## src/rtl/morse_keyer.sv

```systemverilog
// Morse transmit keyer: turns a letter index (0=A..25=Z) into a timed key waveform.
// Dots last one unit, dashes three units. Gaps are one unit between symbols and three units after the letter.
module morse_keyer #(
    parameter int unsigned UNIT_CYCLES = 12_000_000,
    parameter int unsigned CNT_W       = 26
) (
    input  logic       clk,
    input  logic       reset,
    input  logic       start,
    input  logic [4:0] letter_num,
    output logic       key_out,
    output logic [1:0] sym,
    output logic       busy,
    output logic       done,
    output logic       err
);

    localparam logic [CNT_W-1:0] LIM_1U      = CNT_W'(UNIT_CYCLES - 1);
    localparam logic [CNT_W-1:0] LIM_3U      = CNT_W'(3 * UNIT_CYCLES - 1);
    localparam logic [4:0]       LAST_LETTER = 5'd25;
    localparam logic [1:0]       SYM_NONE    = 2'b00;
    localparam logic [1:0]       SYM_DOT     = 2'b01;
    localparam logic [1:0]       SYM_DASH    = 2'b10;

    typedef enum logic [1:0] {S_IDLE, S_MARK, S_SPACE, S_LGAP} state_t;

    state_t           r_state;
    logic [CNT_W-1:0] r_cnt;
    logic [3:0]       r_pat;    // remaining symbols, current one in bit 3 (1 = dash)
    logic [2:0]       r_rem;    // symbols left including the current one

    // ROM entry: {length[2:0], pattern[3:0]} with the pattern left-aligned
    function automatic logic [6:0] rom_lookup(input logic [4:0] l);
        logic [6:0] v;
        case (l)
            5'd0:  v = {3'd2, 4'b0100};
            5'd1:  v = {3'd4, 4'b1000};
            5'd2:  v = {3'd4, 4'b1010};
            5'd3:  v = {3'd3, 4'b1000};
            5'd4:  v = {3'd1, 4'b0000};
            5'd5:  v = {3'd4, 4'b0010};
            5'd6:  v = {3'd3, 4'b1100};
            5'd7:  v = {3'd4, 4'b0000};
            5'd8:  v = {3'd2, 4'b0000};
            5'd9:  v = {3'd4, 4'b0111};
            5'd10: v = {3'd3, 4'b1010};
            5'd11: v = {3'd4, 4'b0100};
            5'd12: v = {3'd2, 4'b1100};
            5'd13: v = {3'd2, 4'b1000};
            5'd14: v = {3'd3, 4'b1110};
            5'd15: v = {3'd4, 4'b0110};
            5'd16: v = {3'd4, 4'b1101};
            5'd17: v = {3'd3, 4'b0100};
            5'd18: v = {3'd3, 4'b0000};
            5'd19: v = {3'd1, 4'b1000};
            5'd20: v = {3'd3, 4'b0010};
            5'd21: v = {3'd4, 4'b0001};
            5'd22: v = {3'd3, 4'b0110};
            5'd23: v = {3'd4, 4'b1001};
            5'd24: v = {3'd4, 4'b1011};
            5'd25: v = {3'd4, 4'b1100};
            default: v = 7'd0;
        endcase
        return v;
    endfunction

    logic [6:0]       w_rom;
    logic [CNT_W-1:0] w_mark_lim;

    assign w_rom      = rom_lookup(letter_num);
    assign w_mark_lim = r_pat[3] ? LIM_3U : LIM_1U;

    // Sequencer with registered outputs, each loaded alongside the state it belongs to
    always_ff @(posedge clk) begin
        if (reset) begin
            r_state <= S_IDLE;
            r_cnt   <= '0;
            r_pat   <= '0;
            r_rem   <= '0;
            key_out <= 1'b0;
            sym     <= SYM_NONE;
            busy    <= 1'b0;
            done    <= 1'b0;
            err     <= 1'b0;
        end else begin
            done <= 1'b0;
            err  <= 1'b0;
            case (r_state)
                S_IDLE: begin
                    if (start) begin
                        if (letter_num > LAST_LETTER) begin
                            err <= 1'b1;
                        end else begin
                            r_state <= S_MARK;
                            r_cnt   <= '0;
                            r_pat   <= w_rom[3:0];
                            r_rem   <= w_rom[6:4];
                            busy    <= 1'b1;
                            key_out <= 1'b1;
                            sym     <= w_rom[3] ? SYM_DASH : SYM_DOT;
                        end
                    end
                end
                S_MARK: begin
                    if (r_cnt == w_mark_lim) begin
                        r_cnt   <= '0;
                        key_out <= 1'b0;
                        sym     <= SYM_NONE;
                        if (r_rem > 3'd1) begin
                            r_state <= S_SPACE;
                            r_rem   <= r_rem - 3'd1;
                            r_pat   <= {r_pat[2:0], 1'b0};
                        end else begin
                            r_state <= S_LGAP;
                        end
                    end else begin
                        r_cnt <= r_cnt + CNT_W'(1);
                    end
                end
                S_SPACE: begin
                    if (r_cnt == LIM_1U) begin
                        r_cnt   <= '0;
                        r_state <= S_MARK;
                        key_out <= 1'b1;
                        sym     <= r_pat[3] ? SYM_DASH : SYM_DOT;
                    end else begin
                        r_cnt <= r_cnt + CNT_W'(1);
                    end
                end
                S_LGAP: begin
                    if (r_cnt == LIM_3U) begin
                        r_cnt   <= '0;
                        r_state <= S_IDLE;
                        busy    <= 1'b0;
                        done    <= 1'b1;
                    end else begin
                        r_cnt <= r_cnt + CNT_W'(1);
                    end
                end
                default: r_state <= S_IDLE;
            endcase
        end
    end

endmodule
```

## config.mk

```make
export PLATFORM = sky130hd
export DESIGN_NAME = morse_keyer
export DESIGN_NICKNAME = d
export VERILOG_FILES = /design/src/rtl/morse_keyer.sv
export SDC_FILE = /design/constraint.sdc
export NUM_CORES = 1
export LEC_CHECK = 0
export ABC_AREA = 1
export CAP_MARGIN = 20
export CORE_UTILIZATION = 61
export CTS_CLUSTER_SIZE = 30
export DETAILED_ROUTE_END_ITERATION = 8
export GPL_TIMING_DRIVEN = 0
export MAX_ROUTING_LAYER = met4
export PLACE_DENSITY = 0.83
export SLEW_MARGIN = 25
export SYNTH_ARGS = -nofsm -noshare
export SYNTH_HDL_FRONTEND = slang
export SYNTH_SLANG_ARGS = --single-unit
```

## constraint.sdc

```tcl
create_clock -name clk -period 2.6 [get_ports clk]
set_clock_uncertainty 0.1 [all_clocks]
set_input_delay 0.52 -clock clk [delete_from_list [all_inputs] [get_ports clk]]
set_output_delay 0.52 -clock clk [all_outputs]
set_load 0.01 [all_outputs]
```

==> flow_metrics.py, run 1 <==
metrics = {
    "status": {
        "status": "completed",
    },
    "power_and_ir_drop": {
        "pwr-share-seq_pct": 30.1,
        "power.switching_mw": 1.23,
        "p_int_mw": 1.42,
        "power_frac_comb_pct": 54.1,
        "ir_drop_uv": 779,
        "p_sw_share_pct": 46.4,
        "power_mw": 2.64,
        "clockPowerShare_pct": 15.8,
        "power_density_nw_per_um2": 774,
        "leakage_nw": 1.56,
    },
    "global_route": {
        "track_usage_pct": 31.1,
        "grt_antenna_before_repair": 0,
        "grt_max_degree": 14,
        "grt_overflow": 0,
        "first_global_vias": 2838,
        "grt_pass1_wl_um": 12700,
    },
    "synth": {
        "yosys.area_share.simple_pct": 42.7,
        "synth_mux_area_share_pct": 0,
        "syn_nets": 543,
        "synth_edf_count": 0,
        "synth_largest_area_cell": "dfxtp_1",
        "yosys.area_share.adder_pct": 4.79,
        "synth_seq_cells": 41,
        "syn_area_um2": 3130,
        "synth_top_area_share_pct": 26.2,
        "yosysSeqAreaShare_pct": 26.2,
        "synth_area_leaders": "dfxtp_1, nand2_1, nand3_1",
        "synth.distinct_cells": 33,
        "synth-xor-area-share_pct": 2.24,
        "synth_top_family_by_area": "simple AND/OR/NAND/NOR gates",
        "synth_ff_type": "dfxtp_1",
        "synth_compound_area_share_pct": 12.0,
        "yosysWarnings": 0,
        "synthTopCellsByCount": "nand2_1, inv_1, nor2_1",
        "synth.avg_cell_area_um2": 5.99,
        "synth_most_common_cell": "nand2_1",
        "synthArstFlopShare_pct": 0,
        "synth_cells": 523,
    },
    "cts": {
        "cts-root-buf": "clkbuf_8",
        "cts-resized-gates": 0,
        "clk_path_buf_depth": 2,
        "htree_levels": 2,
        "tritoncts": "done",
        "clk_pin_slew_worst_paths_ns": 0.08,
        "numClockSinks": 41,
        "clkLatencyLatePin_ns": 0.30,
        "hold_buffers": 0,
        "cts_setup_buffers": 0,
        "numCtsBuffers": 5,
    },
    "sta": {
        "slew_viol_final": 0,
        "finalHoldViolations": 0,
        "min_period_ns": 2.42,
        "setup_violations": 0,
        "fin_ws_ns": 0.185,
        "max_freq_mhz": 414,
        "worst_pin_slew_ns": 0.525,
        "relSlewSlack_pct": 65.0,
        "rsz0062_at_grt": "false",
        "fin_crit_sh_pct": 92.9,
        "timing.hold.ws_ns": 0.395,
    },
    "final_layout": {
        "drive_gt1_share_pct": 7.75,
        "n_antenna_cell": 0,
        "postLayoutCellArea_um2": 3410,
        "multi_input_area_um2": 1940,
        "n_fill_cell": 450,
        "nets": 561,
        "area_growth_pct": 8.95,
        "regArea_um2": 821,
        "utilization_pct": 70.8,
    },
    "place": {
        "port_buffers": 11,
        "hpwl_um": 5800,
        "gp_congestion": 0.959,
        "pre_cts_slack_ns": -0.121,
        "dpl_cell_area_um2": 3330,
    },
    "routing": {
        "vias": 3270,
        "wl_um": 7550,
        "drcViolationCount": 0,
        "drtAntennaViolNets": 0,
        "routed_via_density": 5.37,
        "drt-initial-drc-count": 318,
        "wl_per_cell_um": 12.4,
        "drtPass1Iterations": 5,
    },
    "die": {
        "rows": 25,
        "initial_core_util_pct": 65.0,
        "pin_count": 14,
        "die_x_um": 73.7,
        "core_area_um2": 4820,
        "dieArea_um2": 5420,
        "die_h_um": 73.7,
    },
    "setup_path": {
        "startpoint_type": "input pin",
        "arrival_ns": 2.51,
        "cp_max_fo": 10,
        "r2r_cells": 10,
        "cp-end-kind": "flop",
        "critPathRequiredTime_ns": 2.70,
        "critPathKind": "input pin to flop",
    },
    "job": {
        "cap_violations": 0,
    },
    "min_path": {
        "whs_path_depth": 2,
        "min_path_type": "flop to flop",
    },
}
## cell families (layout without fill, tap and decap cells)
kind of cell / count (synthesis) / after routing
AND/OR/NAND/NOR: 299 / 299
buffers and inverters: 91 / 110
AO/OA/AOI/OAI: 72 / 72
flip-flops: 41 / 41
adder cells (fa/ha/maj): 12 / 12
XOR/XNOR: 8 / 8
## routing by layer
layer  vias to the layer above  track usage (%)  wire length (um)
met1                      1479             41.9              3660
met3                         5             5.62               439
li1                       1685                -                 -
met5                         -                -                 0
met2                       101             48.5              3410
met4                         0             6.62                48
## cell usage in the layout (no fill, tap or decap), drive strengths merged
| cell type | synthesis | final |
|---|---|---|
| o21ai | 20 | 20 |
| o22ai | 1 | 1 |
| a21oi | 47 | 47 |
| ha | 12 | 12 |
| a31oi | 2 | 2 |
| nor2 | 71 | 71 |
| clkdlybuf4s50 | 0 | 11 |
| xnor2 | 1 | 1 |
| clkinvlp | 0 | 1 |
| nand3b | 1 | 1 |
| inv | 74 | 74 |
| xor2 | 7 | 7 |
| clkinv | 2 | 4 |
| nor3 | 3 | 3 |
| nand4 | 7 | 7 |
| buf | 8 | 8 |
| clkbuf | 7 | 12 |
| dfxtp | 41 | 41 |
| nand3 | 59 | 59 |
| nand2 | 158 | 158 |
| o211ai | 2 | 2 |
## per-stage QoR
| step | setup TNS (ns) | cells |
|---|---|---|
| 2_1_floorplan | 0 | 523 |
| 3_3_place_gp | -0.717 | 601 |
| 3_5_place_dp | -1.38 | 601 |
| 4_1_cts | 0 | 609 |
| 5_1_grt | 0 | 609 |
| 6_report | 0 | 609 |
## layout make-up
type	count	share of cell area [%]
Buffer	15	2.57
Clock inverter	3	0.513
Tap cell	67	2.46
Sequential cell	41	24.1
Multi-Input combinational cell	391	56.7
Clock buffer	5	2.02
Timing Repair Buffer	11	3.23
Inverter	76	8.43
## final timing paths
| kind | slack (ns) | endpoint | from |
|---|---|---|---|
| setup / recovery | 0.18 | r_rem[0] | letter_num[1] |
| hold / removal | 0.39 | r_cnt[3] | r_cnt[3] |
| setup reg to reg | 0.25 | r_rem[0] | r_state[0] |
| hold reg to reg | 0.39 | r_cnt[3] | r_cnt[3] |
## critical path: stages
cell	delay (ns)
clkdlybuf4s50_1	0.59
inv_1	0.11
ha_1	0.23
a21oi_1	0.14
nand4_1	0.13
o21ai_2	0.23
inv_4	0.13
nand3_4	0.13
buf_6	0.15
nand2_2	0.05
nand2_1	0.06
nor2_1	0.04
## sequential cells by signal, summed over array words and instances (netlist names)
signal,cells
busy,1
done,1
err,1
key_out,1
r_cnt,26
r_pat,4
r_rem,3
r_state,2
sym,2
## power by group through the flow
| stage | logic [mW] | clock network, mW | registers [mW] |
|---|---|---|---|
| CTS | 1.43 | 0.427 | 0.794 |
| floorplan | 1.07 | 0 | 0.806 |
| finish | 1.43 | 0.418 | 0.795 |
| global placement | 1.38 | 0 | 0.801 |
| global route | 1.62 | 0.450 | 0.806 |
| detailed placement | 1.42 | 0 | 0.808 |
Power figures use the tool's default switching activity.
==> run 2, diff against run 1 <==
CORE_MARGIN = 8   (was unset)
==> run 2 against run 1 <==
Effect of this change: total power is 6.3% higher; setup slack better by 0.010 ns; via count is 0.70% higher; flip-flop and latch count stayed put; non-clock buffer count stayed put; routed wire length is 3.8% higher; highest routed layer unchanged.
==> flow_metrics.py, run 2 (synthesis gave the netlist of run 1 again) <==
metrics = {
    "final_layout": {
        "n_fill_cell": 473,
        "n_antenna_cell": 0,
        "multi_input_area_um2": 1940,
        "drive_gt1_share_pct": 7.75,
        "area_growth_pct": 10.4,
        "utilization_pct": 68.6,
        "final_cell_mix": "nand2_1, inv_1, nor2_1, nand3_1, a21oi_1",
        "final_common_cell": "nand2_1",
        "regMostFlops": "r_cnt",
        "top_regs": "r_cnt x26, r_pat x4, r_rem x3",
        "regArea_um2": 821,
        "nets": 561,
        "largest_reg_flops": 26,
    },
    "cts": {
        "cts_setup_buffers": 0,
        "tritoncts": "done",
        "numCtsBuffers": 5,
        "clkLatencyLatePin_ns": 0.31,
        "htree_levels": 2,
        "numClockSinks": 41,
        "cts-root-buf": "clkbuf_8",
        "hold_buffers": 0,
        "clk_path_buf_depth": 2,
        "clk_pin_slew_worst_paths_ns": 0.09,
        "cts-resized-gates": 0,
    },
    "setup_path": {
        "arrival_ns": 2.52,
        "r2r-end": "r_pat[2]",
        "cp_max_fo": 10,
        "cp-end-kind": "flop",
        "reg2reg_setup_slack_ns": 0.28,
        "r2r_cells": 10,
        "regToRegStartpoint": "r_state[1]",
        "critPathKind": "input pin to flop",
        "critPathRequiredTime_ns": 2.72,
        "startpoint_type": "input pin",
    },
    "job": {
        "cap_violations": 0,
    },
    "power_and_ir_drop": {
        "ir_drop_uv": 667,
        "power_density_nw_per_um2": 812,
        "leakage_nw": 1.57,
    },
    "routing": {
        "drtPass1Iterations": 4,
        "routed_via_density": 5.38,
        "wl_um": 7840,
        "wl_per_cell_um": 12.8,
        "drt-initial-drc-count": 208,
        "drtAntennaViolNets": 0,
        "drcViolationCount": 0,
        "vias": 3293,
    },
    "die": {
        "die_x_um": 87.7,
        "pin_count": 14,
        "rows": 26,
        "die_h_um": 87.7,
        "core_area_um2": 5040,
        "initial_core_util_pct": 62.1,
        "dieArea_um2": 7680,
    },
    "sta": {
        "rsz0062_at_grt": "false",
        "min_period_ns": 2.41,
        "max_freq_mhz": 416,
        "relSlewSlack_pct": 66.5,
        "setup_violations": 0,
        "fin_crit_sh_pct": 92.5,
        "finalHoldViolations": 0,
        "setup-tns-final_ns": 0,
        "slew_viol_final": 0,
        "worst_pin_slew_ns": 0.502,
    },
    "min_path": {
        "worstHoldStart": "r_cnt[3]",
        "min_path_type": "flop to flop",
        "whs_path_depth": 2,
        "hold_path_end": "r_cnt[3]",
    },
    "global_route": {
        "first_global_vias": 3063,
        "grt_antenna_before_repair": 0,
        "grt_overflow": 0,
        "grt_max_degree": 14,
        "grt_pass1_wl_um": 13200,
        "track_usage_pct": 22.1,
    },
    "status": {
        "status": "completed",
    },
    "place": {
        "port_buffers": 11,
        "gp_congestion": 0.939,
        "hpwl_um": 5940,
    },
}
## run 2: cell types whose count changed in the layout (fill, tap and decap cells not counted), sizes merged
cell	before	now
clkinv	4	2
clkbuf	12	13
bufinv	0	1
## run 2: area by class of cell
class	count	share of cell area [%]
multi-input combinational	391	56.2
sequential	41	23.7
inverter	76	8.32
timing repair buffer	11	3.18
buffer	15	2.53
tap	70	2.53
clock buffer	6	2.39
clock inverter	2	1.09
## run 2: how the worst max path moves through the flow
stage	endpoint	slack, ns	startpoint
after global routing	r_pat[2]	0.04	letter_num[1]
after CTS	r_pat[2]	0.15	r_state[1]
after floorplan	r_pat[3]	0.76	letter_num[1]
after global placement	r_rem[0]	-0.13	letter_num[1]
final	r_pat[2]	0.19	letter_num[1]
after detailed placement	r_pat[2]	-0.16	letter_num[1]
## run 2: metal layers
metal / up-vias / wire length, um / GRT usage, %
met5: - / 0 / -
met4: 0 / 301 / 11.6
met3: 22 / 249 / 3.85
met2: 73 / 4120 / 41.1
met1: 1506 / 3170 / 21.4
li1: 1692 / - / -
## run 2: worst max-delay path, stage by stage
cell and delay (ns):
clkdlybuf4s50_1 0.58, inv_1 0.12, ha_1 0.22, a21oi_1 0.16
nand4_1 0.17, o21ai_4 0.20, inv_4 0.12, nand3_4 0.12
buf_6 0.15, nand2_2 0.05, nand2_1 0.06, nor2_1 0.04
## run 2: report_power, final
part	switching, mW	internal (mW)	total, mW
registers	0.0589	0.732	0.791
logic	0.951	0.506	1.46
clock network	0.248	0.312	0.560
total	1.26	1.55	2.81
## run 2: through the flow
stage	hold slack, ns	total power [mW]	instance area, um^2	setup slack [ns]	std cells
after floorplan	0.359	1.88	3130	0.756	523
after global placement	0.372	2.20	3330	-0.126	604
after detailed placement	0.377	2.25	3330	-0.155	604
after CTS	0.391	2.80	3450	0.149	612
after global routing	0.421	3.01	3460	0.0397	612
final	0.393	2.81	3460	0.195	612
==> run 3, diff against run 2 <==
PLACE_DENSITY = unset   (was 0.83)
PLACE_DENSITY_LB_ADDON = 0.25   (was unset)
==> run 3 against run 2 <==
Effect of this change: global-route usage is 0.53 points lower; largest power group unchanged; combinational power hardly changed; die area stayed put; critical endpoint is now r_pat[3]; setup slack worse by 0.017 ns; first-iteration DRC count is 62% higher; non-clock buffer count stayed put; flip-flop and latch count stayed put; clock-buffer cell count is 1 higher; core utilization hardly changed; critical path type unchanged; fmax is 0.69% lower; routed wire length is 4.1% lower; cell area hardly changed; largest cell class unchanged.
==> flow_metrics.py, run 3 (synthesis gave the netlist of run 1 again) <==
metrics = {
    "final_layout": {
        "postLayoutCellArea_um2": 3460,
        "final_common_cell": "nand2_1",
        "area_growth_pct": 10.3,
        "final_cell_mix": "nand2_1, inv_1, nor2_1, nand3_1, a21oi_1",
        "drive_gt1_share_pct": 7.56,
        "largest_reg_flops": 26,
        "utilization_pct": 68.5,
        "n_fill_cell": 450,
        "regMostFlops": "r_cnt",
        "n_antenna_cell": 0,
        "nets": 561,
        "top_regs": "r_cnt x26, r_pat x4, r_rem x3",
    },
    "cts": {
        "numClockSinks": 41,
        "clk_pin_slew_worst_paths_ns": 0.08,
        "htree_levels": 2,
        "cts_setup_buffers": 0,
        "tritoncts": "done",
        "cts-root-buf": "clkbuf_8",
        "clkLatencyLatePin_ns": 0.30,
        "clk_path_buf_depth": 2,
        "numCtsBuffers": 5,
    },
    "min_path": {
        "whs_path_depth": 2,
        "min_path_type": "flop to flop",
    },
    "status": {
        "status": "completed",
    },
    "sta": {
        "fin_crit_sh_pct": 93.2,
        "relSlewSlack_pct": 65.0,
        "max_freq_mhz": 413,
        "finalHoldViolations": 0,
        "fin_ws_ns": 0.178,
        "min_period_ns": 2.42,
        "setup_violations": 0,
        "slew_viol_final": 0,
        "timing.hold.ws_ns": 0.399,
        "worst_pin_slew_ns": 0.524,
        "rsz0062_at_grt": "false",
    },
    "routing": {
        "drcViolationCount": 0,
        "drt-initial-drc-count": 336,
        "vias": 3298,
        "drtAntennaViolNets": 0,
        "wl_um": 7520,
        "routed_via_density": 5.39,
        "drtPass1Iterations": 5,
        "wl_per_cell_um": 12.3,
    },
    "power_and_ir_drop": {
        "power_mw": 2.77,
        "leakage_nw": 1.58,
        "ir_drop_uv": 655,
        "power_density_nw_per_um2": 801,
    },
    "place": {
        "hpwl_um": 5690,
        "port_buffers": 11,
        "dpl_cell_area_um2": 3330,
        "pre_cts_slack_ns": -0.140,
        "gp_congestion": 0.977,
    },
    "global_route": {
        "track_usage_pct": 21.6,
        "grt_overflow": 0,
        "grt_pass1_wl_um": 13200,
        "grt_antenna_before_repair": 0,
        "grt_max_degree": 13,
        "first_global_vias": 2972,
    },
    "setup_path": {
        "cp-end-kind": "flop",
        "crit_path_end": "r_pat[3]",
        "arrival_ns": 2.52,
        "r2r_cells": 10,
        "r2r-end": "r_pat[3]",
        "cp_max_fo": 10,
        "startpoint_type": "input pin",
        "critPathKind": "input pin to flop",
        "startpoint": "letter_num[1]",
        "regToRegStartpoint": "r_state[1]",
        "critPathRequiredTime_ns": 2.70,
        "reg2reg_setup_slack_ns": 0.39,
    },
    "die": {
        "core_area_um2": 5040,
        "die_h_um": 87.7,
        "die_x_um": 87.7,
        "pin_count": 14,
        "rows": 26,
        "initial_core_util_pct": 62.1,
        "dieArea_um2": 7680,
    },
    "job": {
        "cap_violations": 0,
    },
}
==> run 3: cell types whose count changed in the layout (fill, tap and decap cells not counted), sizes merged <==
cell           change
dlymetal6s2s       +1
clkdlybuf4s50      -1
clkinvlp           -1
clkbuf             +1
==> run 3: stage by stage <==
stage,TNS (ns),std cells
final,0,612
after global routing,0,612
after detailed placement,-2.15,604
after CTS,0,612
after floorplan,0,523
after global placement,-1.62,604
==> run 3: worst min-delay path by stage <==
| stage | from | end | slack [ns] |
|---|---|---|---|
| floorplan | r_cnt[3] | r_cnt[3] | 0.36 |
| global placement | r_cnt[3] | r_cnt[3] | 0.37 |
| detailed placement | busy | busy | 0.38 |
| CTS | r_cnt[1] | r_cnt[1] | 0.40 |
| global route | r_cnt[0] | r_cnt[0] | 0.42 |
| finish | r_cnt[0] | r_cnt[0] | 0.40 |
==> run 3: timing repair <==
action / 4_1_cts / 5_1_grt
hold buffers: 0 / 0
resized for setup: 0 / 2
endpoints found under the setup margin: 0 / 2
==> run 3: layer usage <==
layer  GRT usage (%)  part of all wire [%]  up-vias
met5               -                     0        -
met4            5.78                   1.1        0
met3            3.75                   6.9       10
met2            34.3                    45      133
met1            27.4                    47     1461
li1                -                     -     1694
==> run 3: area by class of cell <==
| class | count | area, um^2 | area share (%) |
|---|---|---|---|
| sequential | 41 | 821 | 23.8 |
| timing repair buffer | 11 | 113 | 3.26 |
| multi-input combinational | 391 | 1940 | 56.2 |
| clock inverter | 1 | 30.0 | 0.869 |
| clock buffer | 7 | 86.3 | 2.50 |
| inverter | 76 | 288 | 8.33 |
| buffer | 15 | 87.6 | 2.53 |
| tap | 70 | 87.6 | 2.53 |
==> run 3: critical path, cell delays in order <==
cell and delay (ns):
clkdlybuf4s50_1 0.58, inv_1 0.13, ha_1 0.23, a21oi_1 0.15
nand4_1 0.17, o21ai_4 0.20, inv_4 0.12, nand3_4 0.12
buf_6 0.15, nand2_2 0.05, nand2_1 0.06, nor2_1 0.04
==> run 3: where the power goes <==
group          total, mW  switching, mW  internal (mW)
clock              0.535          0.222          0.313
combinational       1.45          0.940          0.506
sequential         0.788         0.0561          0.732
